===== src/rtl/filter_sample_ctrl.sv =====
// Sample-rate sequencer around a combinational difference-equation filter:
// paces ADC handshakes, holds x[n]/x[n-1]/y[n-1], and commits the settled filter output.
module filter_sample_ctrl #(
  parameter int N             = 10,
  parameter int CLK_HZ        = 50000000,
  parameter int FS_HZ         = 48000,
  parameter int SETTLE_CYCLES = 2
) (
  input  logic           clk,
  input  logic           reset_n,
  input  logic [N-1:0]   adc_data,
  input  logic           adc_valid,
  output logic           adc_ready,
  input  logic           bypass,
  output logic [2*N-1:0] x_hist,
  output logic [N-1:0]   y_fb,
  output logic [16:0]    fs_out,
  input  logic [N-1:0]   filt_out,
  output logic [N-1:0]   sample_out,
  output logic           sample_valid,
  output logic           overrun
);

  localparam int DIV   = CLK_HZ / FS_HZ;
  localparam int DIV_W = (DIV > 1) ? $clog2(DIV) : 1;
  localparam int SET_W = $clog2(SETTLE_CYCLES + 1);

  localparam logic [N-1:0]     MIDSCALE    = {1'b1, {(N-1){1'b0}}};
  localparam logic [DIV_W-1:0] DIV_LAST    = DIV_W'(DIV - 1);
  localparam logic [SET_W-1:0] SETTLE_LOAD = SET_W'(SETTLE_CYCLES);
  localparam logic [SET_W-1:0] SETTLE_ONE  = SET_W'(1);

  localparam logic [1:0] IDLE     = 2'd0;
  localparam logic [1:0] WAIT_ADC = 2'd1;
  localparam logic [1:0] SETTLE   = 2'd2;
  localparam logic [1:0] COMMIT   = 2'd3;

  logic [DIV_W-1:0] div_cnt;
  logic             tick;
  logic [1:0]       state;
  logic [SET_W-1:0] settle_cnt;
  logic [N-1:0]     x_cur;
  logic [N-1:0]     x_prev;
  logic             handshake;

  assign tick      = (div_cnt == DIV_LAST);
  assign handshake = adc_valid && adc_ready;
  assign x_hist    = {x_prev, x_cur};
  assign fs_out    = 17'(FS_HZ);

  always_ff @(posedge clk or negedge reset_n) begin
    if (!reset_n) begin
      div_cnt <= '0;
    end else if (tick) begin
      div_cnt <= '0;
    end else begin
      div_cnt <= div_cnt + 1'b1;
    end
  end

  always_ff @(posedge clk or negedge reset_n) begin
    if (!reset_n) begin
      state        <= IDLE;
      settle_cnt   <= '0;
      x_cur        <= MIDSCALE;
      x_prev       <= MIDSCALE;
      y_fb         <= MIDSCALE;
      sample_out   <= MIDSCALE;
      adc_ready    <= 1'b0;
      sample_valid <= 1'b0;
      overrun      <= 1'b0;
    end else begin
      sample_valid <= 1'b0;
      case (state)
        IDLE: begin
          if (tick) begin
            adc_ready <= 1'b1;
            state     <= WAIT_ADC;
          end
        end
        WAIT_ADC: begin
          // A handshake coinciding with tick wins; only a missed period repeats x[n].
          if (handshake) begin
            x_prev     <= x_cur;
            x_cur      <= adc_data;
            adc_ready  <= 1'b0;
            settle_cnt <= SETTLE_LOAD;
            state      <= SETTLE;
          end else if (tick) begin
            x_prev     <= x_cur;
            adc_ready  <= 1'b0;
            overrun    <= 1'b1;
            settle_cnt <= SETTLE_LOAD;
            state      <= SETTLE;
          end
        end
        SETTLE: begin
          if (tick) begin
            overrun <= 1'b1;
          end
          if (settle_cnt == SETTLE_ONE) begin
            state <= COMMIT;
          end else begin
            settle_cnt <= settle_cnt - 1'b1;
          end
        end
        COMMIT: begin
          if (tick) begin
            overrun <= 1'b1;
          end
          y_fb         <= filt_out;
          sample_out   <= bypass ? x_cur : filt_out;
          sample_valid <= 1'b1;
          state        <= IDLE;
        end
        default: begin
          state     <= IDLE;
          adc_ready <= 1'b0;
        end
      endcase
    end
  end

endmodule


===== config.mk =====
export PLATFORM = sky130hd
export DESIGN_NAME = filter_sample_ctrl
export DESIGN_NICKNAME = d
export VERILOG_FILES = /design/src/rtl/filter_sample_ctrl.sv
export SDC_FILE = /design/constraint.sdc
export NUM_CORES = 1
export LEC_CHECK = 0
export CORE_MARGIN = 2
export CORE_UTILIZATION = 43
export CTS_CLUSTER_DIAMETER = 60
export DETAILED_ROUTE_END_ITERATION = 16
export HOLD_SLACK_MARGIN = 0.1
export PLACE_DENSITY = 0.75
export SYNTH_ARGS = -nofsm -noshare
export SYNTH_HDL_FRONTEND = slang
export SYNTH_SLANG_ARGS = --single-unit
export TNS_END_PERCENT = 20

===== constraint.sdc =====
create_clock -name clk -period 2 [get_ports clk]
set_clock_uncertainty 0.2 [all_clocks]
set_input_delay 0.4 -clock clk [delete_from_list [all_inputs] [get_ports clk]]
set_output_delay 0.4 -clock clk [all_outputs]
set_load 0.005 [all_outputs]

Word level (Yosys, flattened, before mapping) --
Index checks and enable logic that the tools add are counted.
Word-level totals: logic and storage cells 54, output and inout port bits 60, input port bits 24, register bits after elaboration 58
Operators by class: equal/unequal tests 10, reduce and logical (&&, ||, !) cells 13, add/sub/neg operators 2, mux-type cells 19
Operators with widths (number):
- $mux 10 | 3
- $add 11x1->11 const B | 1
- $eq 11x11->1 const B | 1
- $mux 11 | 1
- $mux 2 | 5
- $reduce_and 3->1 | 3
- $ne 2x2->1 const B | 4
- $pmux 2 s4 | 1
- $reduce_bool 2->1 | 4
- $mux 1 | 6
- $reduce_and 2->1 | 3
- $eq 2x1->1 const B | 2
- $eq 2x2->1 const B | 2
- $pmux 1 s2 | 2
- $pmux 2 s2 | 1
- $ne 3x3->1 const B | 1
- $logic_not 2->1 | 1
- $reduce_or 2->1 | 1
- $sub 2x1->2 const B | 1
- $logic_and 1x1->1 | 1

Depth between registers and ports, before layout --
word-level depth 4, gate-level depth with buffers 6, depth with buffers taken out 6

Least setup slack after synthesis --
Ideal clock, no wire load.
path type reg2reg, from register div_cnt[3], to register state[1], cell stages (with the launch flop) 6, required time 1.672 ns, slack 0.160 ns, data arrival time 1.513 ns, setup time 0.128 ns, period minus slack after synthesis 1.840 ns, buffers on the path 1, path through dfrtp_1 nor4b_2 and4_4 buf_8 a2bb2oi_4 mux2_1
On the way: longest elaborated chain between the ends 3, elaborated cells on any way between the ends 4, those cells by class eq/ne (3); reduce/logical (1)
Ends and longest elaborated chain:
- start, declared | RTL line 38 | logic [DIV_W-1:0] div_cnt;
- start signal, assigned | RTL line 57 | div_cnt <= div_cnt + 1'b1;
- $eq 11x11->1 (*) | RTL line 46 | assign tick = (div_cnt == DIV_LAST);
- $ne 3x3->1 (no source line) or $ne 2x2->1 (tied branches)
- $reduce_and 3->1 (no source line) (*)
- end signal, assigned | RTL line 63 | state <= IDLE;
- end signal, assigned | RTL line 78 | state <= WAIT_ADC;
- end signal, assigned | RTL line 88 | state <= SETTLE;
- end, declared | RTL line 40 | logic [1:0] state;
Every way passes the cells marked *; elsewhere a longest branch is shown, timed or not. A chain may end at the register's enable or synchronous reset.

Final worst setup path --
from register x_prev[9], to output x_hist[19]
RTL lines:
- start, declared | RTL line 43 | logic [N-1:0] x_prev;
- start signal, assigned | RTL line 84 | x_prev <= x_cur;
- start signal, assigned | RTL line 90 | x_prev <= x_cur;
- end, declared | RTL line 15 | output logic [2*N-1:0] x_hist,
No word-level cell between the ends.

==> qor.yml <==
run_status:
  run_status: "finished, final reports clean"
detailed_routing:
  firstDrtPassIters: 3
  via_per_inst: 4.79
  drt-total-wl_um: 5120
  drt_drc_violations_left: 0
  antenna_left: 0
  wl_per_cell_um: 13.8
  vias: 1773
  drtIter0Drc: 108
cts:
  cts_root_buf: "clkbuf_8"
  ctsHtreeMaxLevel: 3
  cts.clk_slew.worst_paths_ns: 0.06
  cts_buffer_depth: 2
  clkLatencyLatePin_ns: 0.33
  cts_buffers: 9
  cts_tree: "done"
  cts_sinks: 58
synthesis:
  ys_warn_count: 0
  synthCells: 210
  synth_edf_count: 0
  yosysUniqueCellTypes: 34
  syn_area_sq_um: 2650
  postSynthAreaPerCell_sq_um: 12.6
  synth-async-reset-ratio_pct: 100
  synth_top_flop_cell: "dfrtp_1"
  synth-seq-cells: 58
  seq_area_frac_synth_pct: 55.0
power:
  p_leak_uw: 0.00169
  p_per_area_nw_per_um2: 646
  ir_drop_mv: 0.334
finish:
  fillers: 492
  stdcell_area_sq_um: 3640
  seqCellArea_sq_um: 1460
  layout-drive-gt1-share_pct: 23.7
  final_cell_mix: "clkdlybuf4s50_1 (64), dfrtp_1 (54), mux2_2 (30), nor2_1 (17), conb_1 (17)"
  layout_commonest_cell: "clkdlybuf4s50_1"
  fin_util_pct: 61.6
  diodes: 0
  multi_input_area_sq_um: 1070
  area.growth.synth_to_final_pct: 37.6
  final_nets: 322
critical_path:
  crit_fanout: 2
  arrival_ns: 1.37
  crit_chain: "clkdlybuf4s50_1"
  critical-path-max-stage-delay_ns: 0.53
  cp_num_buf_inv: 1
  start_kind: "flop"
  criticalPathCategory: "reg2out"
  end_kind: "primary output"
  cp.required_ns: 1.40
  cp_slowest_cell: "dfstp_2"
  path_delay_family: "flip-flops"
sta:
  rsz0062_at_grt: "false"
  min_period_ns: 1.97
  drv_slew: 0
  max_freq_mhz: 508
  finalSetupViolCount: 0
  hold_violations: 0
  fin_crit_sh_pct: 98.5
job:
  drv_cap: 0
placed_design:
  numPortBuffers: 66
  gp_congestion: 0.826
  dpl.hpwl_um: 3580
  postPlaceCellArea_sq_um: 3400
floorplan:
  die_h_um: 82.5
  pin_count: 84
  die_w_um: 82.5
  dieArea_sq_um: 6800
  num_rows: 28
  initial_core_util_pct: 44.7
  core_sq_um: 5920
grt:
  antenna_found_initial: 0
  grt_max_degree: 59
  grt_pass1_wl_um: 8160
  grt_usage_pct: 16.6
  grt-ovfl-total: 0
  grt_pass1_vias: 1680
hold_path:
  min_path_type: "reg2reg"
==> layer usage <==
layer | wire length (um) | vias up | global-route usage (%)
li1 | - | 840 | -
met1 | 2220 | 860 | 21.5
met5 | 0 | - | 0
met3 | 397 | 12 | 5.87
met2 | 2410 | 61 | 24.5
met4 | 92 | 0 | 8.50
==> flip-flops by register name, indices dropped and copies added (netlist names) <==
register / count
div_cnt: 11
overrun: 1
x_cur: 10
sample_valid: 1
x_prev: 10
adc_ready: 1
sample_out: 10
state: 2
y_fb: 10
settle_cnt: 2
==> area by class of cell <==
cell class / count / area share, %
Sequential cell: 58 / 40.0
Multi-Input combinational cell: 136 / 29.3
Tap cell: 75 / 2.57
Clock buffer: 11 / 4.15
Clock inverter: 5 / 1.44
Timing Repair Buffer: 77 / 21.8
Inverter: 8 / 0.824
==> kinds of logic (layout without fill, tap and decap cells) <==
logic type	after synthesis	count (layout)	synth area share [%]
flip-flops	58	58	55.0
multiplexers	43	43	17.8
AND/OR/NAND/NOR	39	39	7.37
buffers and inverters	31	101	7.27
AO/OA/AOI/OAI	20	20	5.57
XOR/XNOR	9	9	2.98
adder cells (fa/ha/maj)	8	8	3.78
other	2	17	0.284
==> Yosys cell counts (2+ instances only) <==
| master | instances | area, sq um |
|---|---|---|
| a21oi_1 | 12 | 60.1 |
| buf_4 | 17 | 128 |
| clkbuf_1 | 4 | 15.0 |
| conb_1 | 2 | 7.51 |
| dfrtp_1 | 54 | 1350 |
| dfstp_2 | 4 | 105 |
| ha_1 | 8 | 100 |
| inv_1 | 8 | 30.0 |
| mux2_1 | 2 | 22.5 |
| mux2_2 | 30 | 338 |
| mux2i_1 | 11 | 110 |
| nand2_1 | 5 | 18.8 |
| nand3_1 | 6 | 30.0 |
| nor2_1 | 17 | 63.8 |
| nor2b_1 | 2 | 12.5 |
| nor4_1 | 2 | 12.5 |
| o21ai_0 | 2 | 10.0 |
| xnor2_1 | 6 | 52.6 |
| xor2_1 | 3 | 26.3 |
==> report_power, final <==
part	switching [uW]	leakage, uW	total, uW	internal [uW]
registers	0	0.000724	1170	1170
logic	50.1	0.000860	103	53.2
clock network	440	0.000105	1080	636
==> metrics by stage <==
step | std cells | hold slack [ns] | power, uW | TNS [ns] | setup slack (ns)
after floorplan | 225 | -0.0956 | 1240 | 0 | 0.160
after global placement | 351 | 0.228 | 1300 | -0.141 | -0.0584
final | 370 | 0.276 | 2350 | 0 | 0.0309
after detailed placement | 351 | 0.228 | 1300 | -0.577 | -0.135
after global routing | 370 | 0.294 | 2450 | 0 | 0.00362
after CTS | 369 | 0.280 | 2390 | 0 | 0.0173
==> path summary, 6_finish.rpt <==
check,from,to,slack (ns),depth (start not counted)
min,div_cnt[0],div_cnt[0],0.28,1
min in group asynchronous,reset_n,settle_cnt[0],0.40,3
max,x_prev[9],x_hist[19],0.03,1
max reg2reg,div_cnt[8],settle_cnt[0],0.13,4
max in group asynchronous,reset_n,y_fb[9],0.90,3
min reg2reg,div_cnt[0],div_cnt[0],0.28,1
==> what timing repair did <==
action	4_1_cts	5_1_grt
resized for setup	0	4
pin swaps	0	2
setup buffers	1	1
setup endpoints to repair	1	12
hold buffers	1	0
endpoints found under the hold margin	54	0
Power figures use the tool's default switching activity.
